**src/rtl/dmem_hs.sv**
```systemverilog
// dmem_hs: byte-addressed little-endian data memory with valid/ready request and
// response handshakes, a registered read path and func3/alignment/range fault detection.
module dmem_hs #(
    parameter int DEPTH_BYTES = 64,
    parameter int ADDR_W      = 8
) (
    input  logic              clk,
    input  logic              rst,
    input  logic              req_valid,
    output logic              req_ready,
    input  logic              req_we,
    input  logic [2:0]        req_func3,
    input  logic [ADDR_W-1:0] req_addr,
    input  logic [31:0]       req_wdata,
    output logic              rsp_valid,
    input  logic              rsp_ready,
    output logic [31:0]       rsp_rdata,
    output logic              rsp_fault
);

    localparam int IDX_W = $clog2(DEPTH_BYTES);

    localparam logic [2:0] F3_B  = 3'b000;
    localparam logic [2:0] F3_H  = 3'b001;
    localparam logic [2:0] F3_W  = 3'b010;
    localparam logic [2:0] F3_BU = 3'b100;
    localparam logic [2:0] F3_HU = 3'b101;

    typedef enum logic [1:0] {
        IDLE   = 2'd0,
        ACCESS = 2'd1,
        RESP   = 2'd2
    } state_t;

    state_t state, state_nx;

    logic              accept;
    logic              in_access;

    logic              lat_we;
    logic [2:0]        lat_func3;
    logic [ADDR_W-1:0] lat_addr;
    logic [31:0]       lat_wdata;

    logic              size_b, size_h, size_w, func3_ok;
    logic              misaligned, out_of_range, fault;

    logic [IDX_W-1:0]  base_idx;
    logic [7:0]        rd_lane [4];
    logic [31:0]       rd_word;
    logic [7:0]        sel_byte;
    logic [15:0]       sel_half;
    logic [31:0]       load_data;

    logic [3:0]        wr_be;
    logic [31:0]       wr_word;
    logic              do_write;

    // Zero at power-up only; rst leaves the contents alone.
    logic [7:0] mem [DEPTH_BYTES] = '{default: 8'h00};

    // NOTE: sequential state uses non-blocking assignments so every register samples pre-edge values.
    always_ff @(posedge clk or posedge rst) begin
        if (rst) begin
            state <= IDLE;
        end else begin
            state <= state_nx;
        end
    end

    // NOTE: every always_comb output gets a default first so no path can infer a latch.
    always_comb begin
        state_nx = state;
        case (state)
            IDLE:    if (req_valid) state_nx = ACCESS;
            ACCESS:  state_nx = RESP;
            RESP:    if (rsp_ready) state_nx = IDLE;
            default: state_nx = IDLE;
        endcase
    end

    always_comb begin
        req_ready = (state == IDLE);
        rsp_valid = (state == RESP);
        in_access = (state == ACCESS);
        accept    = req_valid && (state == IDLE);
    end

    // Request fields are sampled only at acceptance; the ACCESS cycle works on these copies.
    always_ff @(posedge clk or posedge rst) begin
        if (rst) begin
            lat_we    <= 1'b0;
            lat_func3 <= 3'b000;
            lat_addr  <= '0;
            lat_wdata <= 32'h0;
        end else if (accept) begin
            lat_we    <= req_we;
            lat_func3 <= req_func3;
            lat_addr  <= req_addr;
            lat_wdata <= req_wdata;
        end
    end

    always_comb begin
        size_b   = 1'b0;
        size_h   = 1'b0;
        size_w   = 1'b0;
        func3_ok = 1'b0;
        case (lat_func3)
            F3_B:  begin size_b = 1'b1; func3_ok = 1'b1;    end
            F3_H:  begin size_h = 1'b1; func3_ok = 1'b1;    end
            F3_W:  begin size_w = 1'b1; func3_ok = 1'b1;    end
            F3_BU: begin size_b = 1'b1; func3_ok = !lat_we; end
            F3_HU: begin size_h = 1'b1; func3_ok = !lat_we; end
            default: ;
        endcase
    end

    // Depth is a multiple of 4, so an aligned in-range access never crosses the top.
    assign misaligned   = (size_h && lat_addr[0]) || (size_w && (lat_addr[1:0] != 2'b00));
    assign out_of_range = ({1'b0, lat_addr} >= (ADDR_W + 1)'(DEPTH_BYTES));
    assign fault        = !func3_ok || misaligned || out_of_range;

    assign base_idx = {lat_addr[IDX_W-1:2], 2'b00};

    always_comb begin
        for (int k = 0; k < 4; k++) begin
            rd_lane[k] = mem[base_idx + IDX_W'(k)];
        end
    end

    assign rd_word  = {rd_lane[3], rd_lane[2], rd_lane[1], rd_lane[0]};
    assign sel_byte = rd_word[{lat_addr[1:0], 3'b000} +: 8];
    assign sel_half = lat_addr[1] ? rd_word[31:16] : rd_word[15:0];

    always_comb begin
        load_data = 32'h0;
        case (lat_func3)
            F3_B:    load_data = {{24{sel_byte[7]}}, sel_byte};
            F3_H:    load_data = {{16{sel_half[15]}}, sel_half};
            F3_W:    load_data = rd_word;
            F3_BU:   load_data = {24'h0, sel_byte};
            F3_HU:   load_data = {16'h0, sel_half};
            default: load_data = 32'h0;
        endcase
    end

    // Store data is replicated across lanes; the byte enables pick the lanes that land.
    always_comb begin
        wr_be   = 4'b0000;
        wr_word = lat_wdata;
        case (lat_func3)
            F3_B: begin
                wr_be[lat_addr[1:0]] = 1'b1;
                wr_word              = {4{lat_wdata[7:0]}};
            end
            F3_H: begin
                wr_be   = lat_addr[1] ? 4'b1100 : 4'b0011;
                wr_word = {2{lat_wdata[15:0]}};
            end
            F3_W: begin
                wr_be   = 4'b1111;
                wr_word = lat_wdata;
            end
            default: ;
        endcase
    end

    // A reset during ACCESS forces IDLE before the edge, so the pending store never commits.
    assign do_write = in_access && lat_we && !fault;

    // NOTE: the memory array has no reset branch; clearing RAM would block RAM inference.
    always_ff @(posedge clk) begin
        if (do_write) begin
            for (int k = 0; k < 4; k++) begin
                if (wr_be[k]) begin
                    mem[base_idx + IDX_W'(k)] <= wr_word[8*k +: 8];
                end
            end
        end
    end

    // Response registers load once in ACCESS and hold through any back-pressure in RESP.
    always_ff @(posedge clk or posedge rst) begin
        if (rst) begin
            rsp_rdata <= 32'h0;
            rsp_fault <= 1'b0;
        end else if (in_access) begin
            rsp_fault <= fault;
            rsp_rdata <= (fault || lat_we) ? 32'h0 : load_data;
        end
    end

    hold_while_stalled: assert property (
        @(posedge clk) disable iff (rst)
        (rsp_valid && !rsp_ready) |=> (rsp_valid && $stable(rsp_rdata) && $stable(rsp_fault))
    );

    ready_valid_exclusive: assert property (
        @(posedge clk) disable iff (rst)
        !(req_ready && rsp_valid)
    );

endmodule

```
**config.mk**
```make
export PLATFORM = sky130hd
export DESIGN_NAME = dmem_hs
export DESIGN_NICKNAME = d
export VERILOG_FILES = /design/src/rtl/dmem_hs.sv
export SDC_FILE = /design/constraint.sdc
export NUM_CORES = 1
export LEC_CHECK = 0
export BUFFER_PORTS_ARGS = -buffer_cell sky130_fd_sc_hd__buf_2
export CELL_PAD_IN_SITES_DETAIL_PLACEMENT = 0
export CELL_PAD_IN_SITES_GLOBAL_PLACEMENT = 1
export CORE_MARGIN = 2
export CORE_UTILIZATION = 44
export CTS_CLUSTER_DIAMETER = 200
export CTS_CLUSTER_SIZE = 25
export DETAILED_ROUTE_END_ITERATION = 8
export PLACE_DENSITY_LB_ADDON = 0.2
export SYNTH_ARGS = -nofsm -noshare
export SYNTH_HDL_FRONTEND = slang
export SYNTH_SLANG_ARGS = --single-unit
```
**constraint.sdc**
```tcl
create_clock -name clk -period 3.7 [get_ports clk]
set_input_delay 0.185 -clock clk [delete_from_list [all_inputs] [get_ports clk]]
set_output_delay 0.185 -clock clk [all_outputs]
set_load 0.03 [all_outputs]
```
; After elaboration in Yosys (flattened, before gate mapping)
; Memories as Yosys holds them, arrays and structs flattened.
; Index checks and enable logic that the tools add are counted.
[op_classes]
addsub = 3
order_cmp = 3
n_eq_ne = 8
shifts = 1
mux = 26
n_reduce_logical = 20
[ops]
columns = cell, n
row1 = 32-bit one-hot mux with 5 select lines, 1
row2 = 32-bit one-hot mux with 2 select lines, 1
row3 = 32-bit 2-to-1 mux, 1
row4 = 32-bit by 6-bit indexed part select with 8-bit output, 1
row5 = 16-bit 2-to-1 mux, 1
row6 = 1-bit 2-to-1 mux, 15
row7 = "6-bit by 2-bit adder with 6-bit output, second input constant", 2
row8 = 4-bit one-hot mux with 3 select lines, 1
row9 = "8-bit by 7-bit greater-or-equal comparator with 1-bit output, second input constant", 1
row10 = "6-bit by 1-bit adder with 6-bit output, second input constant", 1
row11 = "3-bit == test, second input constant", 2
row12 = 1-bit logical AND, 6
row13 = 2-bit one-hot mux with 3 select lines, 1
row14 = 1-bit logical OR, 4
row15 = 2-bit 2-to-1 mux, 2
row16 = 4-bit 2-to-1 mux, 1
row17 = 2-bit OR reduction, 2
row18 = "3-bit by 1-bit == test with 1-bit output, second input constant", 1
row19 = "3-bit by 2-bit == test with 1-bit output, second input constant", 1
row20 = 1-bit zero test, 3
row21 = 3-bit zero test, 1
row22 = "2-bit by 3-bit less-than comparator with 1-bit output, second input constant", 1
row23 = 3-bit OR reduction, 1
row24 = 1-bit demux with 2-bit select, 1
row25 = 9 further kinds, 9
[word_totals]
reg_bits = 79
mem_bits_rw = 512
input_bits = 48
output_inout_bits = 35
word_cells = 69
mem_count = 1
[memory_table]
columns = memory, words, word_bits, rd, rd_clocked_by_memory_dff, write_ports, line
row1 = mem, 64, 8, 4, 0, 4, 60  ; logic [7:0] mem [DEPTH_BYTES] = '{default: 8'h00};

; Logic depth before layout (Yosys ltp)
[logic_depth]
ltp_word = 11
mapped_depth = 12
mapped_depth_nobuf = 6

; Worst setup path after synthesis
; No wires, ideal clock.
[synth_timing]
path_type = flip-flop to flip-flop
startpoint = register lat_addr[2]
endpoint = memory mem[29][0] (enable)
setup_ns = 0.370
arrival_ns = 2.308
t_required_ns = 3.330
slack_ns = 1.022
stages_incl_launch_ff = 10
n_path_buf = 7
synth_period_minus_slack_ns = 2.678
cell_sequence = dfrtp_1 buf_2 buf_4 buf_6 buf_4 buf_2 buf_2 clkbuf_1 nand3_1 nor2_1
[synth_lines]
columns = item, line
row1 = "start, declared", 42  ; logic [ADDR_W-1:0] lat_addr;
row2 = "start signal, assigned", 99  ; lat_addr <= req_addr;
row3 = "end, declared", 60

; Worst setup path after layout
[layout_timing]
startpoint = register lat_addr[2]
endpoint = register rsp_rdata[29]
[layout_via]
elab_chain_len = 5
word_cells_on_any_way = 11
cone_classes = 3 x add/sub / 1 x order compare / 1 x shift / 3 x mux / 2 x reduce/logical / 1 x memory
[layout_lines]
columns = item, line
row1 = 6-bit by 1-bit adder with 6-bit output or 6-bit by 2-bit adder with 6-bit output (tied branches), 128  ; rd_lane[k] = mem[base_idx + IDX_W'(k)];
row2 = memory 64 x 8 bit, n/a
row3 = 32-bit by 6-bit indexed part select with 8-bit output or 16-bit 2-to-1 mux (tied branches), "133, 134"
row4 = 32-bit one-hot mux with 5 select lines, 138  ; case (lat_func3)
row5 = 32-bit 2-to-1 mux *, 190  ; rsp_rdata <= (fault || lat_we) ? 32'h0 : load_data;
row6 = "end signal, assigned", 190
row7 = "end, declared", 17  ; output logic [31:0] rsp_rdata,
; Every way passes the cells marked *; elsewhere a longest branch is shown, timed or not.
; A chain may end at the register's enable or synchronous reset.

==> qor.yml <==
power_and_ir_drop:
  seqPwrFrac: 0.457
  swShare: 0.3675
  pwr-share-clk: 0.164
  power_mw: 20.66
  power_density_nw_per_um2: 766.1
  p_leak_nw: 9.837
  ir_worst_vdd_uv: 542.6
  combPwrFrac: 0.379
  power.switching_mw: 7.594
  cell_internal_pwr_mw: 13.07
run_status:
  status: "completed"
sta:
  max_freq_ghz: 0.3023
  rsz0062_at_grt: "no"
  period_share: 0.8939
  min_period_ns: 3.308
  slew_headroom: 0.2524
  finalHoldViolations: 0
  maxSlewViolCount: 0
  layout_setup_ws_ns: 0.3924
  final-setup-viol-count: 0
  skew_ns: 0.02155
  worst_pin_slew_ns: 1.111
  fin_tns_setup_ns: 0
floorplan:
  ios: 83
  start_util: 0.4468
  dieArea_um2: 55440
  core_area_um2: 52760
  die_w_um: 235.5
  core.rowCount: 84
  die_h_um: 235.5
route:
  drc: 0
  via_count: 13630
  drt_first_pass_iters: 5
  drtAntennaViolNets: 0
  wl_mm: 62.78
  drt-wirelength-per-cell_um: 26.89
  via_per_inst: 5.837
  drtIter0Drc: 1350
worst_setup_path:
  worstPathMaxFanout: 59
  start_kind: "flip-flop"
  path_class: "reg -> reg"
  worstPathArrival_ns: 3.79
  slowest_delay_ns: 0.81
  crit_required_ns: 4.18
  path_cells: "buf_12 > mux2i_1 > o22ai_1 > nor4_1 > buf_4 > mux4_2 > o22ai_4 > a211o_1"
  crit_buf_inv: 2
  cp_top_family: "flip-flops"
  crit_path_top_delay_cell: "dfrtp_4"
  critPathCaptureType: "flip-flop"
cts:
  clockRootBuffer: "clkbuf_16"
  postCtsSetupBuffers: 0
  numCtsBuffers: 27
  clk_pin_slew_ns: 0.11
  holdBufCountCts: 46
  cts-resized-gates: 0
  cts_sinks: 591
  clock_latency_ns: 0.60
  cts_buffer_depth: 3
  cts_tree: "yes"
  htreeDepth: 1
final_layout:
  syn2layout_area_growth_pct: 14.42
  layout.nets: 1674
  post-route-util: 0.5112
  layout_common_cells: "512 x edfxtp_1, 223 x mux2i_1, 165 x buf_4"
  drive_gt1_frac: 0.2290
  final_common_cell: "edfxtp_1"
global_routing:
  track_usage: 0.2258
  grt_overflow: 0
  antenna_found_initial: 2
  grt_first_pass_wirelength_mm: 92.07
  grt_max_degree: 60
  grt_pass1_vias: 13420
synth:
  ys_seq_elements: 591
  yosys.area.top_type_share: 0.6522
  syn-num-nets: 1438
  synth_edf_count: 512
  yosysUniqueCellTypes: 49
  yosys_most_used_dff: "edfxtp_1"
  synth_top_area_cell: "edfxtp_1"
  synth.area.top_cells: "edfxtp_1 65%, mux2i_1 9.5%, dfrtp_1 8.4%, mux2_2 3.1%, o22ai_1 3.0%"
  yosysWarnings: 0
  synth_seq_area_share: 0.7361
  syn_area_um2: 23570
  synth_cells: 1390
  synthesis.area_per_instance_um2: 16.96
  ys_async_sr_fraction: 0.1337
flow_run:
  maxCapViolations: 0
placed_design:
  dp_hpwl_mm: 43.60
  gp_congestion: 0.8668
  port_buffers: 82
  dp_slack_ns: 0.3845
worst_hold_path:
  hold_class: "in -> async"
## power groups by stage
stage	Clock, mW	Combinational (mW)	Sequential, mW
after detailed placement	0	7.76	9.60
after CTS	3.44	7.82	9.45
after floorplan	0	4.56	9.28
after global placement	0	7.71	9.58
after global routing	3.67	8.28	9.52
final	3.38	7.84	9.44
## kinds of logic (layout without fill, tap and decap cells)
logic type             after synthesis  count (layout)  synth area share
flip-flops                         591             591            0.7361
multiplexers                       312             312            0.1492
AND/OR/NAND/NOR                    200             200           0.04151
AO/OA/AOI/OAI                      192             192           0.05472
buffers and inverters               95             351           0.01852
other                                0               1                 0
## final cells by class
class | count | area [um2]
antenna | 1 | 2.502
clock buffer | 48 | 754.5
clock inverter | 1 | 11.26
fill | 4396 | 25790
inverter | 6 | 23.77
multi-input combinational | 704 | 5793
sequential | 591 | 17360
tap | 688 | 860.8
timing repair buffer | 296 | 2170
## Yosys cell counts, drive strengths merged (3+ instances only)
master and instances:
a22oi 6, o21ai 17, nand3 15, mux2i 223
nand2b 3, a211oi 3, inv 6, nor4 22
a21oi 13, or3b 3, clkbuf 42, mux4 25
o211ai 3, edfxtp 512, and2 3, mux2 64
dfrtp 79, nand2 23, o22ai 113, nor3 38
a211o 18, nand3b 6, a221o 7, o22a 3
nor2b 9, nor2 72, buf 47
## per-stage QoR
stage,hold WS [ns],instance area (um2),instances
floorplan,0.2926,23570,1390
global placement,0.3811,25740,2239
detailed placement,0.3839,25740,2239
CTS,0.2852,26970,2334
global route,0.3180,26970,2334
finish,0.3114,26970,2335
## final timing paths
kind | from | endpoint | slack, ns | depth (start not counted)
worst max-delay path | lat_addr[2]$_DFFE_PP0P_ | rsp_rdata[29]$_DFFE_PP0N_ | 0.39 | 8
worst min-delay path | rst | rsp_rdata[30]$_DFFE_PP0N_ | 0.31 | 3
worst max register to register | lat_addr[2]$_DFFE_PP0P_ | rsp_rdata[29]$_DFFE_PP0N_ | 0.39 | 8
worst min register to register | rsp_rdata[30]$_DFFE_PP0N_ | rsp_rdata[30]$_DFFE_PP0N_ | 0.51 | 1
max in group asynchronous | rst | lat_wdata[2]$_DFFE_PP0P_ | 2.65 | 4
min in group clk | rsp_ready | state[1]$_DFFE_PP0P_ | 0.31 | 3
## registers in the layout (all words and copies together) (netlist names)
register	count
lat_addr	8
state	2
rsp_fault	1
rsp_rdata	32
lat_func3	3
lat_we	1
mem	512
lat_wdata	32
## routing by layer
metal,track usage,up-vias,part of all wire
li1,-,5971,-
met1,0.3403,7006,0.44
met2,0.3572,586,0.46
met3,0.02803,67,0.077
met4,0.04111,0,0.016
met5,0,-,0
## worst register-to-register path: cells and delay by family (launching register included)
kind,cells,cell delay (ns)
AO/OA/AOI/OAI,3,0.60
multiplexers,2,0.60
AND/OR/NAND/NOR,1,0.54
flip-flops,1,0.81
buffers and inverters,2,0.64
Power figures use the tool's default switching activity.
